`config.mk`:
```
export PLATFORM = sky130hd
export DESIGN_NAME = camera_i2c_reg_sequencer
export DESIGN_NICKNAME = d
export VERILOG_FILES = /design/src/rtl/camera_i2c_reg_sequencer.sv
export SDC_FILE = /design/constraint.sdc
export NUM_CORES = 1
export LEC_CHECK = 0
export ABC_AREA = 1
export CORE_UTILIZATION = 50
export CTS_CLUSTER_DIAMETER = 120
export CTS_CLUSTER_SIZE = 30
export DETAILED_ROUTE_END_ITERATION = 8
export PLACE_DENSITY = 0.76
export SLEW_MARGIN = 15
export SYNTH_ARGS = -nofsm -noshare
export SYNTH_HDL_FRONTEND = slang
export SYNTH_SLANG_ARGS = --single-unit
```
`constraint.sdc`:
```
create_clock -name clk_i -period 2 [get_ports clk_i]
set_clock_uncertainty 0.2 [all_clocks]
set_input_delay 0.4 -clock clk_i [delete_from_list [all_inputs] [get_ports clk_i]]
set_output_delay 0.4 -clock clk_i [all_outputs]
set_load 0.01 [all_outputs]
```
`src/rtl/camera_i2c_reg_sequencer.sv`:
```
// Camera register writer that sequences a Wishbone op controller driving an OpenCores I2C master.
// Define CAM_I2C_READBACK_EN to read every written register back and compare it with the data.
module camera_i2c_reg_sequencer #(
    parameter logic [15:0] PRESCALE   = 16'd99,
    parameter logic [6:0]  SLAVE_ADDR = 7'h3C,
    parameter int unsigned WB_TIMEOUT = 1024,
    parameter int unsigned POLL_LIMIT = 4096
) (
    input  logic        clk_i,
    input  logic        rst_ni,
    input  logic        cmd_valid_i,
    output logic        cmd_ready_o,
    input  logic [15:0] cmd_reg_addr_i,
    input  logic [7:0]  cmd_data_i,
    output logic        busy_o,
    output logic        done_o,
    output logic [1:0]  err_code_o,
    output logic [2:0]  wb_ctrl_reg_o,
    output logic        wb_ctrl_trig_wr_o,
    output logic        wb_ctrl_trig_rd_o,
    output logic [7:0]  wb_ctrl_wr_data_o,
    input  logic [7:0]  wb_ctrl_rd_data_i,
    input  logic        wb_ctrl_done_i
);
    localparam int unsigned WaitW = $clog2(WB_TIMEOUT + 1);
    localparam int unsigned PollW = $clog2(POLL_LIMIT + 1);

    localparam logic [2:0] RegPrerLo = 3'd0;
    localparam logic [2:0] RegPrerHi = 3'd1;
    localparam logic [2:0] RegCtr    = 3'd2;
    localparam logic [2:0] RegTxRx   = 3'd3;
    localparam logic [2:0] RegCrSr   = 3'd4;

    localparam logic [1:0] ErrOk      = 2'd0;
    localparam logic [1:0] ErrNack    = 2'd1;
    localparam logic [1:0] ErrTimeout = 2'd2;

`ifdef CAM_I2C_READBACK_EN
    localparam logic [3:0] FinalByte = 4'd8;
    localparam logic [1:0] ErrReadback = 2'd3;
`else
    localparam logic [3:0] FinalByte = 4'd3;
`endif

    typedef enum logic [3:0] {
        StInitPrerLo, StInitPrerHi, StInitCtr, StIdle, StTxLoad, StCrLoad, StSrPoll, StSrCheck,
        StStopCr, StStopPoll, StStopCheck, StFinish, StWbWait
`ifdef CAM_I2C_READBACK_EN
        , StRxRead, StRxCheck
`endif
    } state_e;

    state_e             state_q, state_d, ret_q, ret_d, issue_ret;
    logic [3:0]         byte_q, byte_d;
    logic [WaitW-1:0]   wait_cnt_q, wait_cnt_d;
    logic [PollW-1:0]   poll_cnt_q, poll_cnt_d;
    logic [15:0]        addr_q, addr_d;
    logic [7:0]         cdata_q, cdata_d;
    logic               tip_q, tip_d, rxack_q, rxack_d;
    logic               reinit_q, reinit_d;
    logic               cmd_ready_q, cmd_ready_d, busy_q, busy_d, done_q, done_d;
    logic [1:0]         err_q, err_d, fin_err;
    logic [2:0]         reg_q, reg_d, issue_reg;
    logic [7:0]         wdata_q, wdata_d, issue_data;
    logic               trig_wr_q, trig_wr_d, trig_rd_q, trig_rd_d;
    logic               issue_wr, issue_rd, finish, timeout, init_op, ack_chk;
    logic [7:0]         txr_byte, cr_byte;
`ifdef CAM_I2C_READBACK_EN
    logic               rx_mis_q, rx_mis_d;
`endif

    // Bytes 4..7 re-address the register with a repeated START; byte 8 is the single-byte read.
    always_comb begin
        case (byte_q)
            4'd0, 4'd4: txr_byte = {SLAVE_ADDR, 1'b0};
            4'd1, 4'd5: txr_byte = addr_q[15:8];
            4'd2, 4'd6: txr_byte = addr_q[7:0];
            4'd3:       txr_byte = cdata_q;
            default:    txr_byte = {SLAVE_ADDR, 1'b1};
        endcase
        case (byte_q)
            4'd0, 4'd4, 4'd7: cr_byte = 8'h90;
            4'd3:             cr_byte = 8'h50;
            4'd8:             cr_byte = 8'h68;
            default:          cr_byte = 8'h10;
        endcase
    end

`ifdef CAM_I2C_READBACK_EN
    assign ack_chk = (byte_q != 4'd8);
`else
    assign ack_chk = 1'b1;
`endif

    assign init_op = (ret_q == StInitPrerHi) || (ret_q == StInitCtr) || (ret_q == StIdle);

    always_comb begin
        state_d    = state_q;
        ret_d      = ret_q;
        byte_d     = byte_q;
        wait_cnt_d = wait_cnt_q;
        poll_cnt_d = poll_cnt_q;
        addr_d     = addr_q;
        cdata_d    = cdata_q;
        tip_d      = tip_q;
        rxack_d    = rxack_q;
        reinit_d   = reinit_q;
        err_d      = err_q;
        reg_d      = reg_q;
        wdata_d    = wdata_q;
        trig_wr_d  = 1'b0;
        trig_rd_d  = 1'b0;
        done_d     = 1'b0;
        issue_wr   = 1'b0;
        issue_rd   = 1'b0;
        issue_reg  = RegCrSr;
        issue_data = 8'h00;
        issue_ret  = StIdle;
        finish     = 1'b0;
        fin_err    = ErrOk;
        timeout    = 1'b0;
`ifdef CAM_I2C_READBACK_EN
        rx_mis_d   = rx_mis_q;
`endif

        case (state_q)
            StInitPrerLo: begin
                reinit_d = 1'b0;
                {issue_wr, issue_reg, issue_data, issue_ret} =
                    {1'b1, RegPrerLo, PRESCALE[7:0], StInitPrerHi};
            end
            StInitPrerHi: begin
                {issue_wr, issue_reg, issue_data, issue_ret} =
                    {1'b1, RegPrerHi, PRESCALE[15:8], StInitCtr};
            end
            StInitCtr: begin
                {issue_wr, issue_reg, issue_data, issue_ret} = {1'b1, RegCtr, 8'h80, StIdle};
            end
            StIdle: begin
                if (cmd_valid_i && cmd_ready_q) begin
                    addr_d     = cmd_reg_addr_i;
                    cdata_d    = cmd_data_i;
                    byte_d     = 4'd0;
                    err_d      = ErrOk;
                    poll_cnt_d = '0;
                    state_d    = StTxLoad;
                end
            end
            StTxLoad: begin
                poll_cnt_d = '0;
                {issue_wr, issue_reg, issue_data, issue_ret} = {1'b1, RegTxRx, txr_byte, StCrLoad};
            end
            StCrLoad: begin
                {issue_wr, issue_reg, issue_data, issue_ret} = {1'b1, RegCrSr, cr_byte, StSrPoll};
            end
            StSrPoll: begin
                if (poll_cnt_q != '1) poll_cnt_d = poll_cnt_q + 1'b1;
                {issue_rd, issue_reg, issue_ret} = {1'b1, RegCrSr, StSrCheck};
            end
            StSrCheck: begin
                if (tip_q) begin
                    if (poll_cnt_q >= PollW'(POLL_LIMIT)) timeout = 1'b1;
                    else                                   state_d = StSrPoll;
                end else if (rxack_q && ack_chk) begin
                    state_d = StStopCr;
                end else if (byte_q == FinalByte) begin
`ifdef CAM_I2C_READBACK_EN
                    state_d = StRxRead;
`else
                    finish  = 1'b1;
`endif
                end else begin
                    byte_d     = byte_q + 4'd1;
                    poll_cnt_d = '0;
                    // The read byte has no TXR payload, only the RD|NACK|STO command.
                    state_d    = (byte_q == 4'd7) ? StCrLoad : StTxLoad;
                end
            end
            StStopCr: begin
                poll_cnt_d = '0;
                {issue_wr, issue_reg, issue_data, issue_ret} = {1'b1, RegCrSr, 8'h40, StStopPoll};
            end
            StStopPoll: begin
                if (poll_cnt_q != '1) poll_cnt_d = poll_cnt_q + 1'b1;
                {issue_rd, issue_reg, issue_ret} = {1'b1, RegCrSr, StStopCheck};
            end
            StStopCheck: begin
                if (tip_q) begin
                    if (poll_cnt_q >= PollW'(POLL_LIMIT)) timeout = 1'b1;
                    else                                   state_d = StStopPoll;
                end else begin
                    finish  = 1'b1;
                    fin_err = ErrNack;
                end
            end
            StFinish: begin
                state_d = reinit_q ? StInitPrerLo : StIdle;
            end
            StWbWait: begin
                if (wb_ctrl_done_i) begin
                    tip_d   = wb_ctrl_rd_data_i[1];
                    rxack_d = wb_ctrl_rd_data_i[7];
`ifdef CAM_I2C_READBACK_EN
                    rx_mis_d = (wb_ctrl_rd_data_i != cdata_q);
`endif
                    state_d = ret_q;
                end else if (wait_cnt_q >= WaitW'(WB_TIMEOUT - 1)) begin
                    timeout = 1'b1;
                end else if (wait_cnt_q != '1) begin
                    wait_cnt_d = wait_cnt_q + 1'b1;
                end
            end
`ifdef CAM_I2C_READBACK_EN
            StRxRead: begin
                {issue_rd, issue_reg, issue_ret} = {1'b1, RegTxRx, StRxCheck};
            end
            StRxCheck: begin
                finish  = 1'b1;
                fin_err = rx_mis_q ? ErrReadback : ErrOk;
            end
`endif
            default: state_d = StInitPrerLo;
        endcase

        if (issue_wr || issue_rd) begin
            trig_wr_d  = issue_wr;
            trig_rd_d  = issue_rd;
            reg_d      = issue_reg;
            wdata_d    = issue_data;
            ret_d      = issue_ret;
            wait_cnt_d = '0;
            state_d    = StWbWait;
        end

        // A stalled init op has no command to report against, so it just restarts init.
        if (timeout) begin
            if (init_op) begin
                state_d = StInitPrerLo;
            end else begin
                finish   = 1'b1;
                fin_err  = ErrTimeout;
                reinit_d = 1'b1;
            end
        end

        if (finish) begin
            err_d   = fin_err;
            done_d  = 1'b1;
            state_d = StFinish;
        end

        cmd_ready_d = (state_d == StIdle);
        busy_d      = (state_d != StIdle);
    end

    always_ff @(posedge clk_i or negedge rst_ni) begin
        if (!rst_ni) begin
            state_q     <= StInitPrerLo;
            ret_q       <= StIdle;
            byte_q      <= 4'd0;
            wait_cnt_q  <= '0;
            poll_cnt_q  <= '0;
            addr_q      <= 16'h0000;
            cdata_q     <= 8'h00;
            tip_q       <= 1'b0;
            rxack_q     <= 1'b0;
            reinit_q    <= 1'b0;
            cmd_ready_q <= 1'b0;
            busy_q      <= 1'b0;
            done_q      <= 1'b0;
            err_q       <= ErrOk;
            reg_q       <= 3'd0;
            wdata_q     <= 8'h00;
            trig_wr_q   <= 1'b0;
            trig_rd_q   <= 1'b0;
`ifdef CAM_I2C_READBACK_EN
            rx_mis_q    <= 1'b0;
`endif
        end else begin
            state_q     <= state_d;
            ret_q       <= ret_d;
            byte_q      <= byte_d;
            wait_cnt_q  <= wait_cnt_d;
            poll_cnt_q  <= poll_cnt_d;
            addr_q      <= addr_d;
            cdata_q     <= cdata_d;
            tip_q       <= tip_d;
            rxack_q     <= rxack_d;
            reinit_q    <= reinit_d;
            cmd_ready_q <= cmd_ready_d;
            busy_q      <= busy_d;
            done_q      <= done_d;
            err_q       <= err_d;
            reg_q       <= reg_d;
            wdata_q     <= wdata_d;
            trig_wr_q   <= trig_wr_d;
            trig_rd_q   <= trig_rd_d;
`ifdef CAM_I2C_READBACK_EN
            rx_mis_q    <= rx_mis_d;
`endif
        end
    end

    assign cmd_ready_o       = cmd_ready_q;
    assign busy_o            = busy_q;
    assign done_o            = done_q;
    assign err_code_o        = err_q;
    assign wb_ctrl_reg_o     = reg_q;
    assign wb_ctrl_wr_data_o = wdata_q;
    assign wb_ctrl_trig_wr_o = trig_wr_q;
    assign wb_ctrl_trig_rd_o = trig_rd_q;

endmodule

```
==> results.yml, run 1 <==
worst_hold_path:
  hold_path_class: "input port to async pin"
clocking:
  cts.sinks: 81
  worstSkewPairLatency_ns: 0.36
  cts.path.max_buffers: 2
  ctsHtreeMaxLevel: 3
  numCtsBuffers: 9
  cts_tree: "done"
  root_buffer: "clkbuf_8"
  clk_pin_slew_ns: 0.09
placement:
  place.gp.congestion: 0.9161
  io_buffers: 47
  dpl_cell_area_um2: 5085
  hpwl_mm: 7.424
  dp_slack_ns: -0.07529
  dp_cells: 736
sta:
  tightest_slew_ns: 0.3509
  timing.final.crit_share_pct: 96.82
  slew_viol_final: 0
  setup_slack_ns: 0.06357
  holdWs_ns: 0.1787
  slew_headroom_pct: 76.60
  finalHoldViolCount: 0
  post-route-min-period_ns: 1.936
  setup_viol: 0
  rsz0062_at_grt: "true"
  fmax_mhz: 516.4
die:
  io_pins: 54
  rows: 33
  initial_utilization_pct: 51.61
  core_um2: 8217
  die-width_um: 94.09
  die_area_um2: 8853
  die_y_um: 94.09
setup_path:
  crit_buf_inv: 1
  crit_slowest_cell: "dfrtp_2"
  max_stage_delay_ns: 0.47
  crit_path_start_kind: "register"
  worst-setup-path-type: "register to register"
  endpoint_kind: "register"
  cp_data_required_time_ns: 2.06
  worstPathArrival_ns: 1.99
  cp_top_family: "simple AND/OR/NAND/NOR gates"
  critPathMostFrequentCell: "nand2_4"
  crit_chain: "nand2_4, inv_2, nand2_4, nor2_1, nor2_1, nand2_2, nor2_4, nand2_4, nand2_1, o21ai_2"
  crit_fanout: 8
synthesis:
  netlist_area_um2: 4240
  syn_inst: 559
  synth.yosys.seq_area_share_pct: 47.86
  ys_ff_latch: 81
  ys_types: 36
  syn_avg_cell_area_um2: 7.586
  syn-num-nets: 601
  yosys_warnings: 0
detailed_routing:
  drc: 0
  dr_wl_met3_um: 439
  routed_wl_mm: 10.71
  ant_nets: 0
  met2_length_mm: 5.281
  first_pass_iters: 5
  drt_iter0_drc: 321
  wl_met1_mm: 4.726
  wl_per_cell_um: 14.00
  dr_total_vias: 4008
  top_layer_used: "met4"
  viasPerCell: 5.239
power:
  p_per_area_nw_per_um2: 1136
  peakVddDrop_v: 0.0003997
  power_leakage_nw: 2.701
grt:
  grt_first_pass_wirelength_mm: 16.96
  track_usage_pct: 24.74
  antenna_found_initial: 0
  grt_pass1_vias: 3813
  grt_overflow_total: 0
  grt_max_degree: 50
flow_run:
  max-cap-violations: 0
layout:
  nets: 697
  design_area_um2: 5535
  area_growth_pct: 30.54
  final_util_pct: 67.37
  instances_no_fill: 765
  drive_gt1_share_pct: 18.94
  n_antenna_cell: 0
outcome:
  outcome: "complete, no violations"
[flip-flops by register name, summed over array words and instances (netlist names)]
signal             flops
addr_q                16
busy_o                 1
byte_q                 4
cdata_q                8
cmd_ready_o            1
done_o                 1
err_code_o             2
poll_cnt_q            13
reinit_q               1
ret_q                  4
rxack_q                1
state_q                4
tip_q                  1
wait_cnt_q            11
wb_ctrl_reg_o          3
wb_ctrl_trig_rd_o      1
wb_ctrl_trig_wr_o      1
wb_ctrl_wr_data_o      8
[logic make-up (layout without fill, tap and decap cells)]
logic type	Yosys count	in the layout	share of synthesized area, %
flip-flops	81	81	47.86
adder cells (fa/ha/maj)	6	6	1.770
AND/OR/NAND/NOR	315	317	31.57
XOR/XNOR	8	8	1.652
AO/OA/AOI/OAI	77	77	10.42
buffers and inverters	72	171	6.727
[synthesized netlist by cell type]
master,n,share of area (%)
nor2_4,2,0.53
buf_6,1,0.27
or2_1,1,0.15
nand2_1,187,17
o221ai_1,1,0.21
nor4_1,1,0.15
o21ai_0,32,3.8
xnor2_1,3,0.62
o2111ai_1,1,0.21
nand3_1,37,4.4
inv_2,11,0.97
dfstp_2,2,1.2
o21ai_2,5,1.0
a22oi_1,3,0.53
clkinv_2,1,0.12
o31ai_1,2,0.35
ha_1,6,1.8
nor2_1,51,4.5
o22ai_1,1,0.15
xor2_1,5,1.0
nand4_2,1,0.30
nor3_1,9,1.1
a21oi_1,20,2.4
nand2_4,1,0.27
o211ai_1,4,0.71
a221oi_1,1,0.21
or2_2,1,0.15
clkbuf_1,3,0.27
nor2_2,6,0.89
buf_2,5,0.59
nand2_2,8,1.2
inv_1,51,4.5
dfrtp_1,79,47
o21bai_1,1,0.18
nand4_1,10,1.5
o21ai_1,6,0.71
[cell type report]
type,count,area (µm²)
tap,105,131.4
inverter,63,237.7
fill,673,2681
timing repair buffer,92,845.8
clock inverter,5,78.83
clock buffer,11,141.4
multi-input combinational,408,2066
sequential,81,2034
[repair_timing]
item | CTS | global route
gates cloned | 0 | 2
endpoints found under the setup margin | 3 | 38
buffers inserted | 1 | 9
pin swaps | 0 | 4
resized for setup | 2 | 33
hold endpoints to repair | 79 | 0
hold buffers | 1 | 0
[layout by cell type (no fill, tap or decap), types with 3 or more instances in the layout]
cell type / instances
nand4_1: 10
o211ai_1: 4
buf_4: 42
nor2_1: 47
clkdlybuf4s50_1: 46
a21oi_1: 19
nand2_4: 5
nand3_2: 5
xnor2_1: 3
nand2_2: 9
o21ai_1: 5
o21ai_2: 7
nand3_1: 32
inv_2: 11
buf_12: 3
o21ai_0: 31
clkinv_2: 3
xor2_1: 5
nand2_1: 184
dfrtp_1: 75
inv_1: 51
dfrtp_2: 4
nor2_2: 6
nor2_4: 6
ha_1: 4
clkbuf_8: 10
nor3_1: 7
a22oi_1: 3
[metrics by stage]
stage / setup TNS [ns] / power, mW
2_1_floorplan: 0 / 3.696
3_3_place_gp: -0.08887 / 4.540
3_5_place_dp: -0.3305 / 4.595
4_1_cts: 0 / 5.948
5_1_grt: -0.6632 / 6.703
6_report: 0 / 6.291
[layer usage]
metal  GRT usage [%]  vias up
met5               0        -
met4           11.03        0
met3           3.803       25
met2           40.21      110
met1           32.55     1889
li1                -     1984
[path summary, 6_finish.rpt]
check                                        to  startpoint  slack (ns)  depth (start not counted)
min reg2reg                           addr_q[4]   addr_q[4]        0.29                          2
max                               poll_cnt_q[3]  state_q[1]        0.06                         10
min                        wb_ctrl_wr_data_o[2]      rst_ni        0.18                          2
max in group asynchronous              ret_q[0]      rst_ni        0.84                          3
min in group clk_i                    addr_q[4]   addr_q[4]        0.29                          2
max reg2reg                       poll_cnt_q[3]  state_q[1]        0.06                         10
[power by group]
| part | internal [mW] | switching [mW] |
|---|---|---|
| clock | 0.736 | 0.612 |
| combinational | 1.09 | 1.66 |
| sequential | 1.95 | 0.246 |
No activity file was read; power rests on OpenSTA's default activity.
==> run 2, diff against run 1 <==
CELL_PAD_IN_SITES_DETAIL_PLACEMENT = 0   (was default)
CELL_PAD_IN_SITES_GLOBAL_PLACEMENT = 1   (was default)
CORE_UTILIZATION = 37   (was 50)
PLACE_DENSITY = default   (was 0.76)
PLACE_DENSITY_LB_ADDON = 0.1   (was default)
SLEW_MARGIN = 10   (was 15)
==> run 2 against run 1 <==
  * Count of clock-buffer cells in the layout shrank 1
  * Register-to-register slack improved by 0.03 ns
  * Worst hold slack gained 0.10 ns
  * Setup slack better by 0.034 ns
  * Die area is 34% higher
  * Sequential power barely moved
  * Via count is 0.87% lower
  * Wire length grew 3.9%
  * Core utilization fell by 15 points
  * Total power rose by 7.7%
==> results.yml, run 2 (synthesis results as in run 1) <==
clocking:
  ctsHtreeMaxLevel: 3
  clk_pin_slew_ns: 0.06
  numCtsBuffers: 9
  cts_tree: "done"
  cts.sinks: 81
  worstSkewPairLatency_ns: 0.34
  root_buffer: "clkbuf_16"
  cts.path.max_buffers: 2
die:
  die-width_um: 109.1
  die_area_um2: 11890
  rows: 38
  initial_utilization_pct: 38.61
  die_y_um: 109.1
  io_pins: 54
  core_um2: 10980
setup_path:
  reg2reg_depth: 10
  critPathMostFrequentCell: "nand2_2"
  worstPathArrival_ns: 1.93
  crit_buf_inv: 1
  crit_slowest_cell: "dfrtp_1"
  cp_top_family: "simple AND/OR/NAND/NOR gates"
  ff2ff_setup_slack_ns: 0.1
  crit_path_start_kind: "register"
  r2r_start: "wait_cnt_q[0]"
  worst-setup-path-type: "register to register"
  r2r_end: "state_q[0]"
  endpoint_kind: "register"
  max_stage_delay_ns: 0.38
  crit_fanout: 3
  cp_data_required_time_ns: 2.02
  crit_chain: "ha_1, inv_1, nor2_2, nand3_1, nand3_2, nand2_2, nand2_2, nand2_4, nand2_1, or2_1"
sta:
  setup_viol: 0
  tightest_slew_ns: 0.5108
  slew_viol_final: 0
  finalHoldViolCount: 0
  post-route-min-period_ns: 1.902
  setup_slack_ns: 0.09762
  fmax_mhz: 525.7
  rsz0062_at_grt: "true"
  slew_headroom_pct: 65.95
  timing.final.crit_share_pct: 95.12
grt:
  grt_first_pass_wirelength_mm: 18.20
  grt_max_degree: 37
  grt_pass1_vias: 3768
  grt_overflow_total: 0
  track_usage_pct: 20.13
  antenna_found_initial: 0
power:
  peakVddDrop_v: 0.0006105
  power_leakage_nw: 2.782
  p_per_area_nw_per_um2: 1184
layout:
  top_regs: "addr_q x16, poll_cnt_q x13, wait_cnt_q x11"
  area_growth_pct: 35.03
  largest-register: "addr_q"
  layout_commonest_cell: "nand2_1"
  final_cell_mix: "nand2_1, dfrtp_1, buf_4, inv_1"
  largest_reg_flops: 16
  instances_no_fill: 809
  drive_gt1_share_pct: 19.73
  n_antenna_cell: 0
  fillers: 1091
  nets: 707
detailed_routing:
  ant_nets: 0
  routed_wl_mm: 11.13
  drc: 0
  viasPerCell: 4.911
  wl_per_cell_um: 13.76
  first_pass_iters: 4
  dr_total_vias: 3973
  drt_iter0_drc: 177
worst_hold_path:
  hold_depth: 2
  hold-path-endpoint: "addr_q[12]"
  holdCritStartpoint: "addr_q[12]"
  hold_path_class: "register to register"
placement:
  dp_slack_ns: -0.07866
  io_buffers: 47
  dp_cells: 790
  hpwl_mm: 8.183
  place.gp.congestion: 0.8458
outcome:
  outcome: "complete, no violations"
flow_run:
  max-cap-violations: 0
==> run 2: worst register-to-register path: stages (launching register included) <==
cell and delay, ns:
dfrtp_1 0.38, ha_1 0.23, inv_1 0.10, nor2_2 0.06, nand3_1 0.14, nand3_2 0.11, nand2_2 0.09, nand2_2 0.09
nand2_4 0.09, nand2_1 0.08, or2_1 0.21
==> run 2: per-stage QoR <==
stage	setup TNS (ns)	hold WS, ns	instance area [µm²]	power, mW	util [%]
finish	0	0.2789	5725	6.777	52.13
global route	-0.1186	0.2924	5725	7.249	52.13
CTS	0	0.2834	5624	6.720	51.21
detailed placement	-0.4489	0.2096	5284	4.861	48.11
global placement	-0.2127	0.2045	5284	4.844	48.11
floorplan	0	-0.09559	4240	3.696	-
==> run 2: how the worst max path moves through the flow <==
| stage | start | endpoint | cells after the start |
|---|---|---|---|
| after floorplan | byte_q[0] | poll_cnt_q[11] | 10 |
| after global placement | wb_ctrl_done_i | busy_o | 10 |
| after detailed placement | wb_ctrl_done_i | busy_o | 10 |
| after CTS | state_q[2] | poll_cnt_q[7] | 10 |
| after global routing | wait_cnt_q[1] | busy_o | 11 |
| final | wait_cnt_q[0] | state_q[0] | 10 |
==> run 2: area by class of cell <==
class | instances | area [µm²] | share of cell area, %
Timing Repair Buffer | 103 | 940.9 | 16.43
Inverter | 63 | 237.7 | 4.152
Clock inverter | 5 | 81.33 | 1.420
Multi-Input combinational cell | 407 | 2027 | 35.40
Sequential cell | 81 | 2034 | 35.53
Tap cell | 140 | 175.2 | 3.059
Clock buffer | 10 | 229.0 | 3.999
==> run 2: power by group <==
| part | internal, mW | total (mW) | switching (mW) |
|---|---|---|---|
| Sequential | 1.95 | 2.20 | 0.250 |
| Combinational | 1.18 | 2.83 | 1.65 |
| Clock | 1.09 | 1.75 | 0.660 |
| Total | 4.22 | 6.78 | 2.56 |
==> run 2: repair_timing <==
item | 4_1_cts | 5_1_grt
setup endpoints to repair | 3 | 40
pin swaps | 1 | 5
gates resized for setup | 4 | 25
endpoints found under the hold margin | 34 | 0
hold buffers | 1 | 0
gates cloned | 1 | 0
buffers inserted | 0 | 2
==> run 2: layer usage <==
| layer | vias to the layer above | global-route usage [%] | routed length (µm) |
|---|---|---|---|
| met5 | - | 0 | 0 |
| met4 | 0 | 8.977 | 222 |
| met3 | 17 | 3.347 | 303 |
| met2 | 52 | 32.03 | 5207 |
| met1 | 1898 | 26.76 | 5400 |
| li1 | 2006 | - | - |
